**config.mk**
```make
export PLATFORM = sky130hd
export DESIGN_NAME = axi_frame_writer_flat
export DESIGN_NICKNAME = d
export VERILOG_FILES = /design/src/rtl/axi_stream_pkg.sv /design/src/rtl/axi_frame_writer_if.sv /design/src/rtl/axi_skid_2.sv /design/src/rtl/axi_frame_writer.sv /design/src/flat_wrapper.sv
export SDC_FILE = /design/constraint.sdc
export NUM_CORES = 1
export LEC_CHECK = 0
export CORE_UTILIZATION = 52
export DETAILED_ROUTE_END_ITERATION = 12
export GPL_TIMING_DRIVEN = 1
export PLACE_DENSITY_LB_ADDON = 0.15
export SLEW_MARGIN = 20
export SYNTH_ARGS = -nofsm -noshare
export SYNTH_HDL_FRONTEND = slang
export SYNTH_SLANG_ARGS = --single-unit
```
**constraint.sdc**
```tcl
create_clock -name clk -period 3.83 [get_ports clk]
set_clock_uncertainty 0.2 [all_clocks]
set_input_delay 0.5745 -clock clk [delete_from_list [all_inputs] [get_ports clk]]
set_output_delay 0.5745 -clock clk [all_outputs]
set_load 0.005 [all_outputs]
```
**src/rtl/axi_stream_pkg.sv**
```systemverilog
// Shared definitions for the frame writer: FSM encoding and default widths.
package axi_stream_pkg;

    localparam int unsigned DATA_WIDTH_DEF  = 32;
    localparam int unsigned TUSER_WIDTH_DEF = 8;
    localparam int unsigned LEN_WIDTH_DEF   = 16;

    typedef enum logic [1:0] {
        ST_IDLE = 2'd0,
        ST_PASS = 2'd1,
        ST_DROP = 2'd2
    } fsm_state_e;

endpackage

```
**src/rtl/axi_frame_writer_if.sv**
```systemverilog
// AXI-Stream bundle carrying framed samples (tuser = frame sequence number).
interface axi_frame_writer_if
    import axi_stream_pkg::*;
#(
    parameter int unsigned DATA_WIDTH  = DATA_WIDTH_DEF,
    parameter int unsigned TUSER_WIDTH = TUSER_WIDTH_DEF
);

    logic                   tvalid;
    logic                   tready;
    logic [DATA_WIDTH-1:0]  tdata;
    logic                   tlast;
    logic [TUSER_WIDTH-1:0] tuser;

    modport master (
        output tvalid,
        output tdata,
        output tlast,
        output tuser,
        input  tready
    );

    modport slave (
        input  tvalid,
        input  tdata,
        input  tlast,
        input  tuser,
        output tready
    );

endinterface

```
**src/rtl/axi_skid_2.sv**
```systemverilog
// Two-entry output buffer: head is presented downstream, tail waits behind it.
// tail_last_set marks the tail as end of frame and never touches the head.
module axi_skid_2
    import axi_stream_pkg::*;
#(
    parameter int unsigned DATA_WIDTH  = DATA_WIDTH_DEF,
    parameter int unsigned TUSER_WIDTH = TUSER_WIDTH_DEF
) (
    input  logic                   clk,
    input  logic                   reset_n,
    input  logic                   push,
    input  logic [DATA_WIDTH-1:0]  push_data,
    input  logic [TUSER_WIDTH-1:0] push_user,
    input  logic                   push_last,
    input  logic                   pop,
    input  logic                   tail_last_set,
    output logic                   out_valid,
    output logic [DATA_WIDTH-1:0]  out_data,
    output logic [TUSER_WIDTH-1:0] out_user,
    output logic                   out_last,
    output logic                   full_c
);

    typedef struct packed {
        logic [DATA_WIDTH-1:0]  data;
        logic [TUSER_WIDTH-1:0] user;
        logic                   last;
    } beat_t;

    beat_t head_q, head_d, tail_q, tail_d, push_beat;
    logic  head_vld_q, head_vld_d, tail_vld_q, tail_vld_d;

    assign push_beat = beat_t'{data: push_data, user: push_user, last: push_last};

    // Pop first, then append, so a simultaneous push and pop never overflows.
    always_comb begin
        head_d     = head_q;
        tail_d     = tail_q;
        head_vld_d = head_vld_q;
        tail_vld_d = tail_vld_q;

        if (tail_last_set && tail_vld_q && !pop) begin
            tail_d.last = 1'b1;
        end

        if (pop && head_vld_q) begin
            head_d     = tail_d;
            head_vld_d = tail_vld_q;
            tail_vld_d = 1'b0;
        end

        if (push) begin
            if (!head_vld_d) begin
                head_d     = push_beat;
                head_vld_d = 1'b1;
            end else if (!tail_vld_d) begin
                tail_d     = push_beat;
                tail_vld_d = 1'b1;
            end
        end
    end

    always_ff @(posedge clk or negedge reset_n) begin
        if (!reset_n) begin
            head_q     <= '0;
            tail_q     <= '0;
            head_vld_q <= 1'b0;
            tail_vld_q <= 1'b0;
        end else begin
            head_q     <= head_d;
            tail_q     <= tail_d;
            head_vld_q <= head_vld_d;
            tail_vld_q <= tail_vld_d;
        end
    end

    assign out_valid = head_vld_q;
    assign out_data  = head_q.data;
    assign out_user  = head_q.user;
    assign out_last  = head_q.last;
    assign full_c    = tail_vld_q;

endmodule

```
**src/rtl/axi_frame_writer.sv**
```systemverilog
// Packs a backpressure-free sample stream into AXI-Stream frames, dropping or
// truncating frames the downstream cannot take. Stats counters: AXI_FRAME_WRITER_STATS_EN.
module axi_frame_writer
    import axi_stream_pkg::*;
#(
    parameter int unsigned DATA_WIDTH  = DATA_WIDTH_DEF,
    parameter int unsigned TUSER_WIDTH = TUSER_WIDTH_DEF,
    parameter int unsigned LEN_WIDTH   = LEN_WIDTH_DEF
) (
    input  logic                  clk,
    input  logic                  reset_n,
    input  logic                  din_valid,
    input  logic [DATA_WIDTH-1:0] din_data,
    input  logic [LEN_WIDTH-1:0]  frame_len,
    input  logic                  almost_full,
    axi_frame_writer_if.master    m_axis,
    output logic [LEN_WIDTH-1:0]  drop_cnt,
    output logic [LEN_WIDTH-1:0]  trunc_cnt
);

    fsm_state_e             state_q, state_d;
    logic [LEN_WIDTH-1:0]   len_q, len_d, cnt_q, cnt_d;
    logic [LEN_WIDTH-1:0]   eff_len_c, beat_len_c, beat_num_c;
    logic [TUSER_WIDTH-1:0] seq_q, seq_d, cur_seq_q, cur_seq_d, beat_user_c;
    logic                   trunc_q, trunc_d;
    logic                   idle_c, pass_mode_c, is_last_c, pass_beat_c;
    logic                   overflow_c, push_c, pop_c, full_c;
    logic                   drop_inc_c, trunc_inc_c;
    logic                   head_valid, head_last;
    logic [DATA_WIDTH-1:0]  head_data;
    logic [TUSER_WIDTH-1:0] head_user;

    assign eff_len_c = (frame_len == '0) ? LEN_WIDTH'(1) : frame_len;

    // Beat decode: in IDLE the incoming sample is beat 1 of a new frame.
    always_comb begin
        idle_c      = (state_q == ST_IDLE);
        pass_mode_c = idle_c ? !almost_full : (state_q == ST_PASS);
        beat_len_c  = idle_c ? eff_len_c : len_q;
        beat_num_c  = idle_c ? LEN_WIDTH'(1) : cnt_q + LEN_WIDTH'(1);
        beat_user_c = idle_c ? seq_q : cur_seq_q;
        is_last_c   = (beat_num_c == beat_len_c);
        pass_beat_c = din_valid && pass_mode_c;
        pop_c       = head_valid && m_axis.tready;
        overflow_c  = pass_beat_c && full_c && !pop_c;
        push_c      = pass_beat_c && !overflow_c;
        trunc_inc_c = overflow_c;
    end

    always_comb begin
        state_d    = state_q;
        len_d      = len_q;
        cnt_d      = cnt_q;
        seq_d      = seq_q;
        cur_seq_d  = cur_seq_q;
        trunc_d    = trunc_q;
        drop_inc_c = 1'b0;

        case (state_q)
            ST_IDLE: begin
                if (din_valid) begin
                    len_d     = eff_len_c;
                    cnt_d     = LEN_WIDTH'(1);
                    cur_seq_d = seq_q;
                    seq_d     = seq_q + TUSER_WIDTH'(1);
                    trunc_d   = overflow_c;
                    if (is_last_c) begin
                        drop_inc_c = !pass_mode_c;
                    end else if (push_c) begin
                        state_d = ST_PASS;
                    end else begin
                        state_d = ST_DROP;
                    end
                end
            end
            ST_PASS: begin
                if (din_valid) begin
                    cnt_d = beat_num_c;
                    if (is_last_c) begin
                        state_d = ST_IDLE;
                    end else if (overflow_c) begin
                        state_d = ST_DROP;
                        trunc_d = 1'b1;
                    end
                end
            end
            ST_DROP: begin
                if (din_valid) begin
                    cnt_d = beat_num_c;
                    if (is_last_c) begin
                        state_d    = ST_IDLE;
                        // a truncated frame is already counted in trunc_cnt
                        drop_inc_c = !trunc_q;
                    end
                end
            end
            default: state_d = ST_IDLE;
        endcase
    end

    always_ff @(posedge clk or negedge reset_n) begin
        if (!reset_n) begin
            state_q   <= ST_IDLE;
            len_q     <= '0;
            cnt_q     <= '0;
            seq_q     <= '0;
            cur_seq_q <= '0;
            trunc_q   <= 1'b0;
        end else begin
            state_q   <= state_d;
            len_q     <= len_d;
            cnt_q     <= cnt_d;
            seq_q     <= seq_d;
            cur_seq_q <= cur_seq_d;
            trunc_q   <= trunc_d;
        end
    end

    axi_skid_2 #(
        .DATA_WIDTH  (DATA_WIDTH),
        .TUSER_WIDTH (TUSER_WIDTH)
    ) u_skid (
        .clk           (clk),
        .reset_n       (reset_n),
        .push          (push_c),
        .push_data     (din_data),
        .push_user     (beat_user_c),
        .push_last     (is_last_c),
        .pop           (pop_c),
        .tail_last_set (overflow_c),
        .out_valid     (head_valid),
        .out_data      (head_data),
        .out_user      (head_user),
        .out_last      (head_last),
        .full_c        (full_c)
    );

    assign m_axis.tvalid = head_valid;
    assign m_axis.tdata  = head_data;
    assign m_axis.tuser  = head_user;
    assign m_axis.tlast  = head_last;

`ifdef AXI_FRAME_WRITER_STATS_EN
    // Saturating frame counters.
    always_ff @(posedge clk or negedge reset_n) begin
        if (!reset_n) begin
            drop_cnt  <= '0;
            trunc_cnt <= '0;
        end else begin
            if (drop_inc_c && (drop_cnt != '1)) begin
                drop_cnt <= drop_cnt + LEN_WIDTH'(1);
            end
            if (trunc_inc_c && (trunc_cnt != '1)) begin
                trunc_cnt <= trunc_cnt + LEN_WIDTH'(1);
            end
        end
    end
`else
    logic unused_stats_c;
    assign unused_stats_c = drop_inc_c ^ trunc_inc_c;
    assign drop_cnt       = '0;
    assign trunc_cnt      = '0;
`endif

endmodule

```
**src/flat_wrapper.sv**
```systemverilog
// flat-port wrapper written by rule: the top's interface ports become plain ports
module axi_frame_writer_flat import axi_stream_pkg::*;
#(
    parameter int unsigned DATA_WIDTH  = DATA_WIDTH_DEF,
    parameter int unsigned TUSER_WIDTH = TUSER_WIDTH_DEF,
    parameter int unsigned LEN_WIDTH   = LEN_WIDTH_DEF
)
  (clk, reset_n, din_valid, din_data, frame_len, almost_full, drop_cnt, trunc_cnt, m_axis_tvalid, m_axis_tdata, m_axis_tlast, m_axis_tuser, m_axis_tready);
  axi_frame_writer_if #(.DATA_WIDTH(DATA_WIDTH), .TUSER_WIDTH(TUSER_WIDTH)) m_axis_i ();
  input  logic clk;
  input  logic reset_n;
  input  logic din_valid;
  input  logic [DATA_WIDTH-1:0] din_data;
  input  logic [LEN_WIDTH-1:0] frame_len;
  input  logic almost_full;
  output logic [LEN_WIDTH-1:0] drop_cnt;
  output logic [LEN_WIDTH-1:0] trunc_cnt;
  output wire logic [$bits(m_axis_i.tvalid)-1:0] m_axis_tvalid;
  output wire logic [$bits(m_axis_i.tdata)-1:0] m_axis_tdata;
  output wire logic [$bits(m_axis_i.tlast)-1:0] m_axis_tlast;
  output wire logic [$bits(m_axis_i.tuser)-1:0] m_axis_tuser;
  input wire logic [$bits(m_axis_i.tready)-1:0] m_axis_tready;
  assign m_axis_tvalid = m_axis_i.tvalid;
  assign m_axis_tdata = m_axis_i.tdata;
  assign m_axis_tlast = m_axis_i.tlast;
  assign m_axis_tuser = m_axis_i.tuser;
  assign m_axis_i.tready = m_axis_tready;
  axi_frame_writer #(.DATA_WIDTH(DATA_WIDTH), .TUSER_WIDTH(TUSER_WIDTH), .LEN_WIDTH(LEN_WIDTH)) u_core (.clk(clk), .reset_n(reset_n), .din_valid(din_valid), .din_data(din_data), .frame_len(frame_len), .almost_full(almost_full), .m_axis(m_axis_i), .drop_cnt(drop_cnt), .trunc_cnt(trunc_cnt));
endmodule
```
==> summary.txt, run 1 <==
Status
  – Outcome: finished, final reports clean

Clock network
  – # hold bufs at CTS: 0
  – Clk Latency, worst-skew pair: 420 ps
  – Clock buffer depth: 2
  – Worst-path clk slew: ~50 ps
  – Inserted Clock Buffers: 17
  – Post-CTS sizing: 0
  – CTS sink cnt: 134
  – H-tree Lvls: 4
  – Clock Tree Root: clkbuf_16
  – CTS tree: done
  – Postcts setup bufs: 0

Worst setup path
  – R2r setup slk: 590 ps
  – CP max stage cell: or4_1
  – Critical path buffers and inverters: 0
  – Worst-path fanout max: 7
  – CP Capture Type: register
  – Data required, critical path: approximately 4000 ps
  – Slowest stage delay, CP: approximately 560 ps
  – Critical path class: reg2reg
  – Worst EP arrival: ~3400 ps
  – Startpoint class of the critical path: register
  – CP Cell Sequence: ha_1 -> and3_1 -> nand3_1 -> xnor2_1 -> or4_1 -> or4b_1 -> o32ai_1 -> a21o_1 -> mux2i_1
  – Worst path top cell family by delay: simple AND/OR/NAND/NOR gates

Routing
  – DRT Pass-1 Iters: 4
  – DRT iter0 DRCs: around 270
  – Final WL: approximately 14 mm
  – Drt via density: between 5 and 6
  – Antenna Nets Post-Route: 0
  – DR vias: between 4000 and 5000
  – Drt wl/cell: roughly 16 um
  – Post-route DRC: 0

Power and ir drop
  – Peak supply drop: slightly above 0.5 mV
  – Leakage Power: between 3 and 4 nW
  – Pwr dens: 757 mW/mm^2

GRT
  – Initial antenna violation count: 0
  – Vias in the first global route: 4693
  – First-pass GRT wire length: roughly 23 mm
  – GRT Total Usage: 0.228
  – Remaining global-route overflow: 0
  – Largest net degree at the start of global routing: between 80 and 90

STA
  – Slew @ Worst Pin: around 790 ps
  – Final min period: about 3200 ps
  – RSZ-0062 raised after global routing: no
  – Slew Viols, Final: 0
  – Fin crit share: 0.846
  – # setup viols final: 0
  – Number of hold violations in the final report: 0
  – Fmax: around 310 MHz
  – Relative max-transition margin: 0.471
  – Fin Setup TNS: 0 ps

Floorplan
  – Chip width: between 100 and 150 um
  – Die Ht: approximately 110 um
  – Die area: roughly 0.013 sq mm
  – Top Ports: ~130
  – Core area: between 0.01 and 0.015 sq mm
  – Starting Density: 0.542
  – # rows: 40

Synthesis
  – Syn Area/Cell: between 10 and 15 sq um
  – Post-synth top cells: dfrtp_1, mux2_2, nor2_1, a21oi_1, mux2i_1
  – Top cells by area, synth: dfrtp_1, mux2_2, mux2i_1
  – Post-synthesis async set-or-reset flop share: 1.00
  – Synthesized instance count: about 610
  – Post-synth EDFFs: 0
  – Cell area after synthesis: 0.00659 sq mm
  – Synth area leader: dfrtp_1
  – Yosys warning count: 0
  – Flops & latches, synth: roughly 130
  – Most common cell in the netlist: dfrtp_1
  – Dominant synthesized flop cell: dfrtp_1
  – Register area share after synthesis: 0.509
  – Post-synth cell types: 50
  – Area fraction of the dominant cell type after synthesis: 0.509

Placement
  – Final RePlAce weighted congestion: approximately 0.86
  – DP Wirelength: roughly 9.5 mm
  – PortBufs: 94
  – Area of placed instances: 0.00756 sq mm

Final layout
  – Layout cells sized above 1: 0.148
  – Design Area, Final: between 0.008 and 0.009 sq mm
  – Fin util: 0.666
  – Layout area overhead: 22.8%
  – Fill cell count: 964
  – Antenna diodes: 0
  – Nets: 751

Run
  – Max-Cap Viols: 0

Worst hold path
  – Worst hold path type: in2async
-- cell families after synthesis --
| kind of cell | synth area share |
|---|---|
| adders and majority gates | 0.0114 |
| DFF | 0.509 |
| xor gates and xnor gates | 0.0372 |
| and+or+nand+nor | 0.110 |
| other | 0.000569 |
| AOI/OAI and AO/OA | 0.0930 |
| buffers and inverters | 0.0617 |
| muxes | 0.178 |
-- worst reg2reg max path: cells and delay by family (launching register included) --
family,cells,cell delay [ps]
AND/OR/NAND/NOR,4,1550
flip-flops,1,450
adder cells (fa/ha/maj),1,310
AO/OA/AOI/OAI,2,300
multiplexers,1,190
XOR/XNOR,1,170
-- per-stage QoR --
stage	power (W)	cells	setup WS, ps	hold WS [ps]
floorplan	0.00376	640	935	78.9
global placement	0.00454	841	703	279
detailed placement	0.00466	841	615	286
CTS	0.00618	869	613	36.1
global route	0.00652	869	424	71.5
finish	0.00613	869	590	12.4
-- layout by cell type, fill, tap and decap left out, types with 17 or more instances in the layout --
master           instances
nand2_1                 32
xnor2_1                 20
mux2i_1                 45
o21ai_0                 38
dfrtp_1                134
nor2_1                  58
mux2_2                  64
conb_1                  32
clkdlybuf4s50_1         93
a21oi_1                 46
clkbuf_16               17
-- per-layer routing --
layer,global-route usage,up-vias,part of all wire
li1,-,2241,-
met1,0.297,2292,0.45
met2,0.364,139,0.48
met3,0.0572,27,0.053
met4,0.0935,0,0.016
met5,0,-,0
-- report_power, final --
group | internal (W) | switching [W] | total [W]
Combinational | 0.00123 | 0.000965 | 0.00220
Clock | 0.000947 | 0.000550 | 0.00150
Sequential | 0.00203 | 0.000402 | 0.00243
-- flip-flops by register name, summed over array words and instances (netlist names) --
| register | flops |
|---|---|
| u_core.cnt_q | 16 |
| u_core.cur_seq_q | 8 |
| u_core.len_q | 16 |
| u_core.seq_q | 8 |
| u_core.state_q | 2 |
| u_core.u_skid.full_c | 1 |
| u_core.u_skid.out_data | 32 |
| u_core.u_skid.out_last | 1 |
| u_core.u_skid.out_user | 8 |
| u_core.u_skid.out_valid | 1 |
| u_core.u_skid.tail_q | 41 |
-- worst paths after layout --
check / startpoint / to / cells after the start
setup / recovery: u_core.cnt_q[0] / u_core.state_q[1] / 9
max in group asynchronous: reset_n / u_core.u_skid.out_data[4] / 2
setup reg to reg: u_core.cnt_q[0] / u_core.state_q[1] / 9
min in group clk: u_core.seq_q[7] / u_core.seq_q[7] / 1
hold reg to reg: u_core.seq_q[7] / u_core.seq_q[7] / 1
hold / removal: reset_n / u_core.u_skid.tail_q[36] / 1
-- final cells by class --
class / count / area [sq um] / area share
tap: 168 / 210 / 0.0259
clock inverter: 3 / 43.8 / 0.00541
inverter: 5 / 18.8 / 0.00232
clock buffer: 25 / 495 / 0.0612
multi-input combinational: 433 / 2960 / 0.366
sequential: 134 / 3350 / 0.414
timing repair buffer: 101 / 1020 / 0.125
No activity file was read; power rests on OpenSTA's default activity.
==> inputs of run 2 (changes only) <==
==> constraint.sdc (replaced) <==
create_clock -name clk -period 3.1 [get_ports clk]
set_clock_uncertainty 0.2 [all_clocks]
set_input_delay 0.465 -clock clk [delete_from_list [all_inputs] [get_ports clk]]
set_output_delay 0.465 -clock clk [all_outputs]
set_load 0.005 [all_outputs]
==> summary.txt, run 2 (synthesis results as in run 1) <==
Worst setup path
  – CP Cell Sequence: ha_2 -> and3_2 -> nand3_1 -> xnor2_1 -> or4_1 -> or4b_1 -> o32ai_1 -> a21o_1 -> mux2i_1
  – Critical path class: reg2reg
  – CP max stage cell: or4_1
  – CP Capture Type: register
  – Worst-path fanout max: 7
  – Worst EP arrival: slightly above 3000 ps
  – Critical path buffers and inverters: 0
  – Startpoint class of the critical path: register
  – Slowest stage delay, CP: 570 ps
  – Worst path top cell family by delay: simple AND/OR/NAND/NOR gates
  – Data required, critical path: ~3200 ps

Floorplan
  – # rows: 40
  – Die Ht: approximately 110 um
  – Starting Density: 0.542
  – Die area: 0.0131 sq mm
  – Core area: ~0.012 sq mm
  – Top Ports: 127
  – Chip width: 115 um

Final layout
  – Nets: between 700 and 800
  – Most frequent cells in the layout: dfrtp_1, clkdlybuf4s50_1, mux2_2
  – Antenna diodes: 0
  – Most common cell after layout, fill and taps aside: dfrtp_1
  – Most flops, register: u_core.u_skid.tail_q
  – Layout area overhead: 26.7%
  – Layout cells sized above 1: 0.183
  – Max FFs per register: a little over 40
  – Design Area, Final: around 0.0084 sq mm

Routing
  – Final WL: roughly 14 mm
  – Post-route DRC: 0
  – Drt wl/cell: approximately 16 um
  – Drt via density: 5.33
  – DRT Pass-1 Iters: 4
  – Antenna Nets Post-Route: 0
  – DRT iter0 DRCs: 316
  – DR vias: 4763

Clock network
  – Inserted Clock Buffers: 17
  – CTS tree: done
  – H-tree Lvls: 4
  – Clk Latency, worst-skew pair: approximately 420 ps
  – Worst-path clk slew: approximately 50 ps
  – Clock buffer depth: 2
  – Clock Tree Root: clkbuf_16
  – CTS sink cnt: ~130

GRT
  – GRT Total Usage: 0.230
  – Remaining global-route overflow: 0
  – Largest net degree at the start of global routing: ~110
  – Initial antenna violation count: 0
  – First-pass GRT wire length: between 20 and 25 mm
  – Vias in the first global route: approximately 4600

Worst hold path
  – Worst hold path type: reg2reg

Run
  – Max-Cap Viols: 0

STA
  – Slew @ Worst Pin: ~800 ps
  – Fin crit share: 0.949
  – WHS: 303 ps
  – Number of hold violations in the final report: 0
  – Fin Setup TNS: 0 ps
  – # setup viols final: 0
  – Relative max-transition margin: 0.479
  – Slew Viols, Final: 0
  – Fmax: 340 MHz
  – Setup ws final: 157 ps
  – Final min period: between 2000 and 3000 ps

Power and ir drop
  – Pwr dens: ~950 mW/mm^2
  – Flop pwr share: 0.378
  – Peak supply drop: 0.491 mV
  – Int Pwr: between 0.005 and 0.006 W
  – Switching Share: 0.306
  – Leakage Power: 3.85 nW
  – Comb pwr share: 0.355
  – Overall Power: 0.00791 W
  – Clock power share: 0.267
  – Psw: 0.00242 W

Placement
  – DP Wirelength: approximately 9.7 mm
  – Area of placed instances: 0.00769 sq mm
  – Final RePlAce weighted congestion: between 0.9 and 1
  – Place WS: 65.8 ps
  – PortBufs: 94

Status
  – Outcome: finished, final reports clean
## run 2: changes by cell type in the layout (fill, tap and decap cells not counted), moves of 2 or more
| cell | before | now |
|---|---|---|
| clkbuf_8 | 4 | 6 |
| bufinv_16 | 1 | 3 |
| buf_4 | 6 | 25 |
| dfrtp_1 | 134 | 132 |
| dfrtp_2 | 0 | 2 |
## run 2: per-stage QoR
step,cells,util
2_1_floorplan,640,-
3_3_place_gp,858,0.632
3_5_place_dp,858,0.632
4_1_cts,891,0.685
5_1_grt,893,0.687
6_report,893,0.687
## run 2: worst paths after layout
path | slack [ps] | to | startpoint | depth (start not counted)
hold reg to reg | 300 | u_core.cur_seq_q[7] | u_core.cur_seq_q[7] | 1
hold / removal | 300 | u_core.cur_seq_q[7] | u_core.cur_seq_q[7] | 1
setup / recovery | 160 | u_core.state_q[1] | u_core.cnt_q[1] | 9
min in group asynchronous | 430 | u_core.u_skid.tail_q[35] | reset_n | 3
max in group asynchronous | 1820 | u_core.len_q[0] | reset_n | 3
setup reg to reg | 160 | u_core.state_q[1] | u_core.cnt_q[1] | 9
## run 2: area by class of cell
type	instances	area (sq um)
flip-flops and latches	134	3360
repair buffers	121	1170
well taps	168	210
clock buffers	26	519
inverters	5	18.8
clock inverters	6	111
fillers	912	3810
multi-input cells	433	2970
## run 2: worst reg2reg max path, cell delays in order (launching register included)
cell     delay [ps]
dfrtp_1         390
ha_2            230
and3_2          260
nand3_1         130
xnor2_1         140
or4_1           570
or4b_1          500
o32ai_1         130
a21o_1          150
mux2i_1         180
## run 2: per-layer routing
layer	global-route usage	up-vias	wire (um)
met4	0.100	0	280
met1	0.307	2295	6410
met3	0.0513	26	732
met2	0.360	149	6650
li1	-	2293	-
met5	0	-	0
## run 2: power by group through the flow
stage,registers [W],clock network [W],logic [W]
floorplan,0.00290,0,0.00174
global placement,0.00296,0,0.00270
finish,0.00299,0.00211,0.00281
detailed placement,0.00302,0,0.00278
global route,0.00309,0.00222,0.00310
CTS,0.00299,0.00215,0.00280
## run 2: timing repair
| item | CTS | global route |
|---|---|---|
| setup endpoints to repair | 0 | 2 |
| hold endpoints to repair | 134 | 0 |
| hold buffers | 1 | 0 |
| buffers inserted | 0 | 2 |
| gates resized for setup | 0 | 6 |
==> inputs of run 3 (changes only) <==
--- a/config.mk
+++ b/config.mk
@@ -9,6 +9,7 @@
 export DETAILED_ROUTE_END_ITERATION = 12
 export GPL_TIMING_DRIVEN = 1
 export PLACE_DENSITY_LB_ADDON = 0.15
+export RECOVER_POWER = 25
 export SLEW_MARGIN = 20
 export SYNTH_ARGS = -nofsm -noshare
 export SYNTH_HDL_FRONTEND = slang
==> summary.txt, run 3 (synthesis results as in run 1) <==
Final layout
  – Fill cell count: about 920
  – Most common cell after layout, fill and taps aside: dfrtp_1
  – Antenna diodes: 0
  – Nets: 771
  – Most frequent cells in the layout: dfrtp_1, clkdlybuf4s50_1, mux2_2
  – Most flops, register: u_core.u_skid.tail_q
  – Layout area overhead: 26.4%
  – Final std cells w/o fill: 893
  – Layout cells sized above 1: 0.181
  – Max FFs per register: 41

Worst setup path
  – CP Cell Sequence: ha_2 -> and3_2 -> nand3_1 -> xnor2_1 -> or4_1 -> or4b_1 -> o32ai_1 -> a21o_1 -> mux2i_1
  – Slowest stage delay, CP: about 570 ps
  – Startpoint class of the critical path: register
  – Critical path class: reg2reg
  – Worst path top cell family by delay: simple AND/OR/NAND/NOR gates
  – Data required, critical path: ~3200 ps
  – CP Capture Type: register
  – CP max stage cell: or4_1
  – Worst EP arrival: 3080 ps
  – Critical path buffers and inverters: 0
  – Worst-path fanout max: 7

Floorplan
  – Starting Density: 0.542
  – # rows: 40
  – Die area: 0.0131 sq mm
  – Die Ht: 115 um
  – Core area: approximately 0.012 sq mm
  – Top Ports: between 100 and 150
  – Chip width: roughly 110 um

GRT
  – Largest net degree at the start of global routing: roughly 110
  – Met2 Use GR: 0.360
  – Remaining global-route overflow: 0
  – Vias in the first global route: ~4600
  – Initial antenna violation count: 0
  – GR peak layer: met2
  – Met1 Use GR: 0.307
  – Met3 Usage GRT: 0.0513
  – GRT Total Usage: 0.230
  – First-pass GRT wire length: about 23 mm

Placement
  – Placed Cells: between 800 and 900
  – PortBufs: 94
  – Final RePlAce weighted congestion: roughly 0.94
  – DP Wirelength: between 9 and 10 mm

Run
  – Max-Cap Viols: 1

STA
  – Slew @ Worst Pin: around 1600 ps
  – Relative max-transition margin: -0.0593
  – Slew Viols, Final: 30
  – Fmax: roughly 340 MHz
  – # setup viols final: 0
  – Fin crit share: 0.950
  – Final min period: about 3000 ps
  – Number of hold violations in the final report: 0

Clock network
  – H-tree Lvls: 4
  – Worst-path clk slew: ~50 ps
  – Clock buffer depth: 2
  – CTS sink cnt: between 100 and 150
  – Inserted Clock Buffers: 17
  – Clk Latency, worst-skew pair: about 420 ps
  – Clock Tree Root: clkbuf_16
  – CTS tree: done

Routing
  – DR vias: around 4800
  – Post-route DRC: 0
  – Final WL: 14.1 mm
  – DRT Pass-1 Iters: 5
  – DRT iter0 DRCs: approximately 320
  – Drt wl/cell: 15.7 um
  – Antenna Nets Post-Route: 0
  – Drt via density: ~5.3

Power and ir drop
  – Leakage Power: between 3 and 4 nW
  – Pwr dens: ~950 mW/mm^2
  – Overall Power: about 0.008 W
  – Peak supply drop: a little under 0.5 mV

Status
  – Failing checks: max-capacitance violations, max-slew violations
  – Outcome: finished, violations left

Worst hold path
  – Worst hold path type: reg2reg
[run 3: cell types whose count changed in the layout (fill, tap and decap cells not counted)]
cell,delta
clkbuf_1,+2
buf_4,-2
clkbuf_4,+1
buf_12,-1
[run 3: worst register-to-register path: cells and delay by family, from the launching register on]
kind,cells,cell delay [ps]
AO/OA/AOI/OAI,2,280
adder cells (fa/ha/maj),1,230
XOR/XNOR,1,140
multiplexers,1,180
flip-flops,1,390
AND/OR/NAND/NOR,4,1460
[run 3: path summary, 6_finish.rpt]
| kind | start | end | slack (ps) | depth (start not counted) |
|---|---|---|---|---|
| worst max-delay path | u_core.cnt_q[1] | u_core.state_q[1] | 160 | 9 |
| worst min-delay path | u_core.cur_seq_q[7] | u_core.cur_seq_q[7] | 300 | 1 |
| worst max register to register | u_core.cnt_q[1] | u_core.state_q[1] | 160 | 9 |
| worst min register to register | u_core.cur_seq_q[7] | u_core.cur_seq_q[7] | 300 | 1 |
| max in group asynchronous | reset_n | u_core.cnt_q[3] | 760 | 3 |
| min in group asynchronous | reset_n | u_core.u_skid.out_data[26] | 830 | 3 |
[run 3: power breakdown]
| part | switching [W] | internal [W] |
|---|---|---|
| clock network | 0.000714 | 0.00140 |
| logic | 0.00122 | 0.00159 |
| registers | 0.000484 | 0.00251 |
[run 3: metal layers]
layer | wire length (um) | part of all wire
met1 | 6400 | 0.45
met4 | 280 | 0.020
met2 | 6650 | 0.47
met5 | 0 | 0
met3 | 733 | 0.052
[run 3: timing repair]
action                     in CTS  in global routing
hold endpoints to repair      134                  0
setup endpoints to repair       0                  2
setup buffers                   0                  2
hold buffers                    1                  0
resized for setup               0                  6
[run 3: layout make-up]
class / instances / area [sq um] / share of cell area
clock buffers: 26 / 519 / 0.0623
well taps: 168 / 210 / 0.0252
clock inverters: 6 / 111 / 0.0134
repair buffers: 121 / 1150 / 0.138
inverters: 5 / 18.8 / 0.00225
flip-flops and latches: 134 / 3360 / 0.403
multi-input cells: 433 / 2970 / 0.356
[run 3: stage by stage]
stage	area (sq um)	setup WS (ps)	hold WS [ps]	utilization	TNS, ps
after global placement	7690	136	277	0.632	0
after detailed placement	7690	65.8	295	0.632	0
after CTS	8330	65.1	303	0.685	0
after floorplan	6710	205	-30.6	-	0
after global routing	8340	-7.61	320	0.685	-7.61
final	8340	156	303	0.685	0
